### config.mk
export PLATFORM = sky130hd
export DESIGN_NAME = array_result_streamer
export DESIGN_NICKNAME = d
export VERILOG_FILES = /design/src/rtl/array_result_streamer.sv
export SDC_FILE = /design/constraint.sdc
export NUM_CORES = 1
export LEC_CHECK = 0
export CAP_MARGIN = 0
export CORE_MARGIN = 3
export CORE_UTILIZATION = 39
export DETAILED_ROUTE_END_ITERATION = 8
export MAX_ROUTING_LAYER = met4
export PLACE_DENSITY = 0.66
export SLEW_MARGIN = 10
export SYNTH_ARGS = -nofsm -noshare
export SYNTH_HDL_FRONTEND = slang
export SYNTH_SLANG_ARGS = --single-unit
export TNS_END_PERCENT = 50
### constraint.sdc
create_clock -name clk -period 2.7 [get_ports clk]
set_input_delay 0.675 -clock clk [delete_from_list [all_inputs] [get_ports clk]]
set_output_delay 0.675 -clock clk [all_outputs]
set_load 0.005 [all_outputs]
### src/rtl/array_result_streamer.sv
// array_result_streamer
// Sits behind the single-cycle bubble-sort processor. It detects the branch-to-self halt loop
// (PC_out unchanged for STABLE_CYCLES consecutive cycles) or an explicit start pulse. It then
// snapshots array0..array6, checks that the snapshot is non-decreasing, and streams the seven
// words over a valid/ready port. It also reports the cycle count from reset release to halt.
//
// Optional build macro ARRAY_STREAM_CYCLES_EN: appends an eighth beat carrying cycle_count
// (zero-extended or truncated to 32 bits). That beat carries out_last.
//
// Ports:
//   clk, reset         clock; asynchronous active-low reset
//   PC_out             processor program counter, watched for the halt loop
//   array0..array6     data-memory array words, snapshotted on capture
//   start              single-cycle pulse forcing a capture (from IDLE or DONE)
//   out_data/out_valid/out_ready/out_last   result stream
//   sorted             snapshot is non-decreasing (signed or unsigned per SIGNED_CMP)
//   busy               capture or stream in progress
//   done               a dump has completed since reset
//   cycle_count        cycles spent in IDLE since reset release, saturating
module array_result_streamer #(
  parameter int unsigned STABLE_CYCLES = 4,
  parameter int unsigned CNT_W         = 32,
  parameter int unsigned SIGNED_CMP    = 1
) (
  input  logic             clk,
  input  logic             reset,
  input  logic [63:0]      PC_out,
  input  logic [31:0]      array0,
  input  logic [31:0]      array1,
  input  logic [31:0]      array2,
  input  logic [31:0]      array3,
  input  logic [31:0]      array4,
  input  logic [31:0]      array5,
  input  logic [31:0]      array6,
  input  logic             start,
  output logic [31:0]      out_data,
  output logic             out_valid,
  input  logic             out_ready,
  output logic             out_last,
  output logic             sorted,
  output logic             busy,
  output logic             done,
  output logic [CNT_W-1:0] cycle_count
);

`ifdef ARRAY_STREAM_CYCLES_EN
  localparam logic [2:0] LastIdx = 3'd7;
`else
  localparam logic [2:0] LastIdx = 3'd6;
`endif
  localparam logic [7:0] StableMax = 8'(STABLE_CYCLES);

  typedef enum logic [1:0] {StIdle, StCapture, StSend, StDone} state_e;

  state_e           state_q;
  logic [63:0]      prev_pc_q;
  logic [7:0]       stable_cnt_q;
  logic [CNT_W-1:0] cycle_count_q;
  logic [2:0]       idx_q;
  logic [31:0]      snap_q [7];
  logic [31:0]      out_data_q;
  logic             out_valid_q;
  logic             out_last_q;
  logic             sorted_q;
  logic             busy_q;
  logic             done_q;

  logic [31:0]      arr_in [7];
  logic [31:0]      words [8];
  logic             pc_same;
  logic             halt_hit;
  logic             sorted_d;
  logic [2:0]       idx_d;

  always_comb begin
    arr_in[0] = array0;
    arr_in[1] = array1;
    arr_in[2] = array2;
    arr_in[3] = array3;
    arr_in[4] = array4;
    arr_in[5] = array5;
    arr_in[6] = array6;
  end

  assign pc_same  = (PC_out == prev_pc_q);
  // This cycle is the STABLE_CYCLES-th consecutive cycle with an unchanged PC.
  assign halt_hit = pc_same && (stable_cnt_q == StableMax - 8'd1);
  assign idx_d    = idx_q + 3'd1;

`ifdef ARRAY_STREAM_CYCLES_EN
  logic [31:0] cyc32;
  if (CNT_W >= 32) begin : g_cyc_trunc
    assign cyc32 = cycle_count_q[31:0];
  end else begin : g_cyc_ext
    assign cyc32 = {{(32 - CNT_W){1'b0}}, cycle_count_q};
  end
`endif

  // Beat payloads; entry 7 is only reachable when the cycle-count beat is built in.
  always_comb begin
    for (int i = 0; i < 7; i++) words[i] = snap_q[i];
`ifdef ARRAY_STREAM_CYCLES_EN
    words[7] = cyc32;
`else
    words[7] = 32'd0;
`endif
  end

  function automatic logic in_order(logic [31:0] a, logic [31:0] b);
    if (SIGNED_CMP != 0) return $signed(a) <= $signed(b);
    return a <= b;
  endfunction

  always_comb begin
    sorted_d = 1'b1;
    for (int i = 0; i < 6; i++) sorted_d = sorted_d & in_order(snap_q[i], snap_q[i+1]);
  end

  always_ff @(posedge clk or negedge reset) begin
    if (!reset) begin
      state_q       <= StIdle;
      prev_pc_q     <= '0;
      stable_cnt_q  <= '0;
      cycle_count_q <= '0;
      idx_q         <= '0;
      for (int i = 0; i < 7; i++) snap_q[i] <= '0;
      out_data_q    <= '0;
      out_valid_q   <= 1'b0;
      out_last_q    <= 1'b0;
      sorted_q      <= 1'b0;
      busy_q        <= 1'b0;
      done_q        <= 1'b0;
    end else begin
      unique case (state_q)
        StIdle: begin
          prev_pc_q <= PC_out;
          if (!pc_same)                      stable_cnt_q <= '0;
          else if (stable_cnt_q < StableMax) stable_cnt_q <= stable_cnt_q + 8'd1;
          if (cycle_count_q != {CNT_W{1'b1}}) begin
            cycle_count_q <= cycle_count_q + {{(CNT_W-1){1'b0}}, 1'b1};
          end
          if (start || halt_hit) begin
            state_q <= StCapture;
            snap_q  <= arr_in;
            busy_q  <= 1'b1;
          end
        end
        StCapture: begin
          sorted_q    <= sorted_d;
          idx_q       <= '0;
          out_data_q  <= words[0];
          out_last_q  <= 1'b0;
          out_valid_q <= 1'b1;
          state_q     <= StSend;
        end
        StSend: begin
          if (out_valid_q && out_ready) begin
            if (idx_q == LastIdx) begin
              state_q     <= StDone;
              out_valid_q <= 1'b0;
              out_last_q  <= 1'b0;
              out_data_q  <= '0;
              busy_q      <= 1'b0;
              done_q      <= 1'b1;
            end else begin
              idx_q      <= idx_d;
              out_data_q <= words[idx_d];
              out_last_q <= (idx_d == LastIdx);
            end
          end
        end
        StDone: begin
          // Re-arm keeps done and cycle_count; only the snapshot is refreshed.
          if (start) begin
            state_q <= StCapture;
            snap_q  <= arr_in;
            busy_q  <= 1'b1;
          end
        end
        default: state_q <= StIdle;
      endcase
    end
  end

  assign out_data    = out_data_q;
  assign out_valid   = out_valid_q;
  assign out_last    = out_last_q;
  assign sorted      = sorted_q;
  assign busy        = busy_q;
  assign done        = done_q;
  assign cycle_count = cycle_count_q;

endmodule

==> Word level (Yosys, flattened, before mapping) <==
Cells that the tools add are included.
{ "totals": {"reg_bits": 370, "out_inout_bits": 69} }
{ "classes": {"eq_ne": 14, "mux": 28, "n_bitwise": 6, "n_addsub": 3, "n_reduce_logical": 16, "order_cmp": 8} }
{ "op_table": {"columns": ["op", "n"], "rows": [
  ["224-bit two-way mux", 2],
  ["224-bit one-hot mux with 2 select lines", 1],
  ["32-bit <= comparator", 6],
  ["32-bit two-way mux", 4],
  ["32-bit binary-select mux with 3-bit select", 1],
  ["64-bit equality test", 1],
  ["32-bit one-hot mux with 2 select lines", 1],
  ["32-bit by 1-bit adder with 32-bit output (second input constant)", 1],
  ["32-bit inequality test (second input constant)", 1],
  ["8-bit two-way mux", 2],
  ["3-bit AND reduction", 4],
  ["2-bit inequality test (second input constant)", 5],
  ["8-bit by 1-bit adder with 8-bit output (second input constant)", 1],
  ["8-bit by 2-bit equality test with 1-bit output (second input constant)", 1],
  ["8-bit by 3-bit less-than comparator with 1-bit output (second input constant)", 1],
  ["2-bit two-way mux", 4],
  ["2-bit one-hot mux with 4 select lines", 1],
  ["3-bit equality test (second input constant)", 2],
  ["1-bit two-way mux", 6],
  ["3-bit two-way mux", 2],
  ["3-bit one-hot mux with 2 select lines", 1],
  ["2-bit AND reduction", 3],
  ["1-bit AND", 5],
  ["5-bit AND reduction", 1],
  ["other kinds (14)", 18]
]} }

==> Depth between registers and ports, before layout <==
{ "depth": {"depth_word": 8, "ltp_mapped": 12} }

==> Worst setup path before layout <==
Ideal clock, no wire load.
{ "synth_timing": {"kind": "reg-to-reg", "start": "register idx_q[0]", "end": "register out_data_q[10] (netlist: out_data[10])", "synth_period_minus_slack_ns": 2.884, "slack_ns": -0.184, "t_arrival_ns": 2.802, "n_path_buf": 4, "path_stages_with_launch": 12, "cell_sequence": "dfrtp_1 buf_1 inv_1 ha_1 buf_2 buf_1 nor2b_1 clkbuf_1 a221oi_1 nor3_1 a21oi_1 o21ai_0"} }
{ "synth_between": {"elab_chain_len": 8} }
{ "synth_lines": {"columns": ["item", "line_no", "text"], "rows": [
  ["start, declared", "59", "logic [2:0] idx_q;"],
  ["start signal, assigned", "166", "idx_q <= idx_d;"],
  ["3-bit by 1-bit adder with 3-bit output", "88", "assign idx_d = idx_q + 3'd1;"],
  ["3-bit inverter with 4-bit output (implied by the code)", "167", "out_data_q <= words[idx_d];"],
  ["32-bit binary-select mux with 3-bit select", "167", null],
  ["32-bit two-way mux (implied by the code) (2 in a row)", "167", null],
  ["32-bit two-way mux (*)", "158", "if (idx_q == LastIdx) begin"],
  ["32-bit two-way mux (*)", "157", "if (out_valid_q && out_ready) begin"],
  ["32-bit one-hot mux with 2 select lines (*)", "134", "unique case (state_q)"],
  ["end signal, assigned", "151", "out_data_q <= words[0];"],
  ["end signal, assigned", "167", null],
  ["end, declared", "61", "logic [31:0] out_data_q;"]
]} }
Every way passes the cells marked *; elsewhere a longest branch is shown, timed or not. The select of a mux whose other input is x is not followed.
A chain may end at the register's enable or synchronous reset.

==> Final worst setup path <==
{ "layout_timing": {"start": "register snap_q[201] (netlist name)", "end": "register sorted_q (netlist: sorted)"} }
{ "layout_between": {"elab_chain_len": 6} }
{ "layout_lines": {"columns": ["item", "line_no", "text"], "rows": [
  ["start, declared", "60", "logic [31:0] snap_q [7];"],
  ["start signal, assigned", "144", "snap_q <= arr_in;"],
  ["start signal, assigned", "176", "snap_q <= arr_in;"],
  ["32-bit <= comparator", "110", "if (SIGNED_CMP != 0) return $signed(a) <= $signed(b);"],
  ["1-bit AND (5 in a row)", "116", "for (int i = 0; i < 6; i++) sorted_d = sorted_d & in_order(snap_q[i], snap_q[i+1]);"],
  ["end signal, assigned", "149", "sorted_q <= sorted_d;"],
  ["end, declared", "64", "logic sorted_q;"]
]} }
No other way between the ends.

==> key figures <==
Outcome
  • Run status: complete, but fails checks
  • Failing checks: setup timing

STA
  • Final Hold Viols: 0
  • Achievable Freq: 352 MHz
  • Setup slack after layout: -0.142 ns
  • RSZ-0062 raised after global routing: true
  • Setup Viol. Count Final: 195
  • Worst Max-Slew Pin Slew: 0.770 ns
  • Slew headroom: 48.7%
  • Hold slack: 0.0840 ns
  • Final Skew: 0.0333 ns
  • Min Tclk post-route: 2.84 ns
  • Max-slew violation count: 0
  • Post-route clock period utilization: 105%

Drt
  • Routed wire per std cell: 21.7 um
  • TritonRoute pass-1 iters: 5
  • Routed wire length: 71.6 mm
  • Drt initial violations: 1,186
  • Vias per inst: 5.31
  • Remaining antenna violation count: 0
  • Vias: 17.5k
  • Drt drc: 0

Clock network
  • Clock buffer depth: 3
  • CTS tree: yes
  • CTS Buf Count: 44
  • CTS root buf: clkbuf_16
  • Cts hold-fix bufs: 0
  • Clk Latency, worst-skew pair: 0.59 ns
  • Clock transition at path regs: 0.07 ns
  • Clock sinks: 370
  • # H-tree levels: 2

Floorplan
  • Die span in x: 241 um
  • Initial Util: 39.7%
  • FP Rows: 85
  • Die Ht: 241 um
  • # IOs: 361
  • Total die area: 58,200 um2
  • Core Region: 54,300 um2

Pwr
  • Comb power frac: 59.6%
  • Flop pwr share: 25.5%
  • Pint: 25.7 mW
  • Switching Power: 16.2 mW
  • Switching share of power: 38.7%
  • Pleak: 14.0 nW
  • Power density over the cells: 1390 nW/um2
  • Clock share of power: 14.9%
  • Worst vdd ir: 0.663 mV

Yosys
  • Synthesized cell area: 21,600 um2
  • Synth Warn #: 0
  • Post-synth EDFFs: 0
  • Share of the synthesized area in the top cell type: 42.9%
  • Main synth FF type: dfrtp_1
  • Synth area leaders: dfrtp_1 (43%), ha_1 (12%), mux2_2 (7.8%)
  • Yosys top cell by area: dfrtp_1
  • Syn_nets: 2,448
  • Synthesized flop and latch total: 370
  • Post-synthesis async set-or-reset flop share: 100%
  • Most common library cells after synthesis: dfrtp_1 (370), inv_1 (211), ha_1 (201), mux2_2 (150), mux2_1 (141)
  • Sequential area share after synthesis: 42.9%
  • Post-synth cell types: 59
  • Number of cells produced by synthesis: 1,955
  • Synthesized area per cell: 11.0 um2
  • Count leader, synth: dfrtp_1

Cells and area
  • Area growth from synthesis to layout: 39.5%
  • Multi-input logic area: 11,800 um2
  • Layout cells sized above 1: 23.6%
  • Utilization after layout: 55.4%
  • FILL cells: 4,582
  • Layout Cells excl Fill: 3,294
  • Register area: 9260 um2
  • Layout Nets: 3,007

Global route
  • Number of global-route vias before repair: 18.3k
  • Gr ovfl total: 0
  • Pin count of the biggest net entering global routing: 97
  • First-pass GRT wire length: 107 mm
  • Antenna violations before repair: 7
  • Tot GR Track Use: 24.9%

Worst setup path
  • Kind of critical path: reg2reg
  • CP Launch Type: register
  • Critical path fanouts, max: 2
  • CP endpoint kind: register
  • WP data arrival: 3.33 ns
  • Worst Path Required: 3.19 ns

Place
  • PortBufs: 360
  • Routability cong.: 0.930
  • Hpwl dp: 53.8 mm
  • Placed cell count: 3,179

Worst hold path
  • Hold Crit Class: in2async

Job
  • Max cap viols: 0
## logic make-up (layout without fill, tap and decap cells)
family,count (synthesis),count (layout),synth area share [%]
other,0,8,0
flip-flops,370,370,42.9
XOR/XNOR,97,97,3.93
multiplexers,327,327,18.7
AND/OR/NAND/NOR,366,366,8.47
AO/OA/AOI/OAI,309,309,8.78
buffers and inverters,285,877,5.61
adder cells (fa/ha/maj),201,201,11.6
## power by group through the flow
stage          registers [mW]  clock network, mW  logic [mW]
2_1_floorplan            9.99                  0        13.8
3_3_place_gp             10.6                  0        20.2
3_5_place_dp             10.7                  0        21.1
4_1_cts                  10.6               6.41        23.7
5_1_grt                  11.0               6.61        27.4
6_report                 10.7               6.26        25.0
## area by class of cell
cell class,count,area share [%]
tap,739,3.07
multi-input combinational,1300,39.2
inverter,212,2.64
timing repair buffer,586,19.2
clock inverter,15,0.635
sequential,370,30.7
antenna,8,0.0665
clock buffer,64,4.44
## stage by stage
stage | TNS, ns | instance area [um2] | power [mW] | worst slack [ns]
4_1_cts | -16.11 | 29800 | 40.8 | -0.178
6_report | -14.95 | 30100 | 42.0 | -0.142
3_3_place_gp | -237.42 | 27500 | 30.8 | -1.11
5_1_grt | -48.90 | 30100 | 44.9 | -0.289
3_5_place_dp | -244.04 | 27500 | 31.8 | -1.15
2_1_floorplan | 0 | 21600 | 23.8 | 0.0155
## what timing repair did
action,in CTS,in global routing
pin swaps,38,16
resized for setup,176,68
cloned,5,6
setup buffers,19,3
endpoints found under the setup margin,225,237
## worst max-delay path, cell delays in order (launching register included)
cell and delay [ns]:
dfrtp_1 0.44, ha_4 0.30, nand4_1 0.19, nor4_4 0.47
buf_4 0.19, a21boi_4 0.20, o41ai_4 0.12, o211ai_1 0.14
mux2i_1 0.11, or3_4 0.39, o41ai_4 0.21
## flip-flops by register name, summed over array words and instances, names as in the netlist
| register | count |
|---|---|
| out_data | 32 |
| prev_pc_q | 64 |
| stable_cnt_q | 8 |
| out_valid | 1 |
| cycle_count | 32 |
| done | 1 |
| snap_q | 224 |
| out_last | 1 |
| busy | 1 |
| state_q | 2 |
| sorted | 1 |
| idx_q | 3 |
## layout by cell type (no fill, tap or decap), types with 51 or more instances in the layout
cell and n:
buf_4 183, ha_1 198, mux2_2 107, xnor2_1 85
nand2_1 116, clkdlybuf4s50_1 296, clkbuf_16 51, nand4_1 68
dfrtp_1 367, mux2_1 62, dlygate4sd2_1 63, mux2_4 122
nor2_1 56, inv_1 211, a21oi_1 107, o21ai_0 91
## path summary, 6_finish.rpt
path / slack [ns] / depth (start not counted) / to / start
max in group asynchronous: 1.80 / 2 / prev_pc_q[5]$_DFFE_PN0P_ / reset
worst min-delay path: 0.08 / 1 / snap_q[12]$_DFFE_PN0P_ / reset
worst max register to register: -0.14 / 10 / sorted$_DFFE_PN0N_ / snap_q[201]$_DFFE_PN0P_
min in group clk: 0.48 / 2 / out_data[9]$_DFFE_PN0P_ / out_data[9]$_DFFE_PN0P_
worst min register to register: 0.48 / 2 / out_data[9]$_DFFE_PN0P_ / out_data[9]$_DFFE_PN0P_
worst max-delay path: -0.14 / 10 / sorted$_DFFE_PN0N_ / snap_q[201]$_DFFE_PN0P_
## metal layers
| metal | vias to the layer above | GRT usage (%) | routed length, um |
|---|---|---|---|
| met5 | - | - | 0 |
| met4 | 0 | 8.22 | 2530 |
| met3 | 113 | 3.77 | 4240 |
| met2 | 528 | 41.6 | 35000 |
| met1 | 8741 | 31.2 | 29800 |
| li1 | 8105 | - | - |
(Power assumes the default switching activity.)
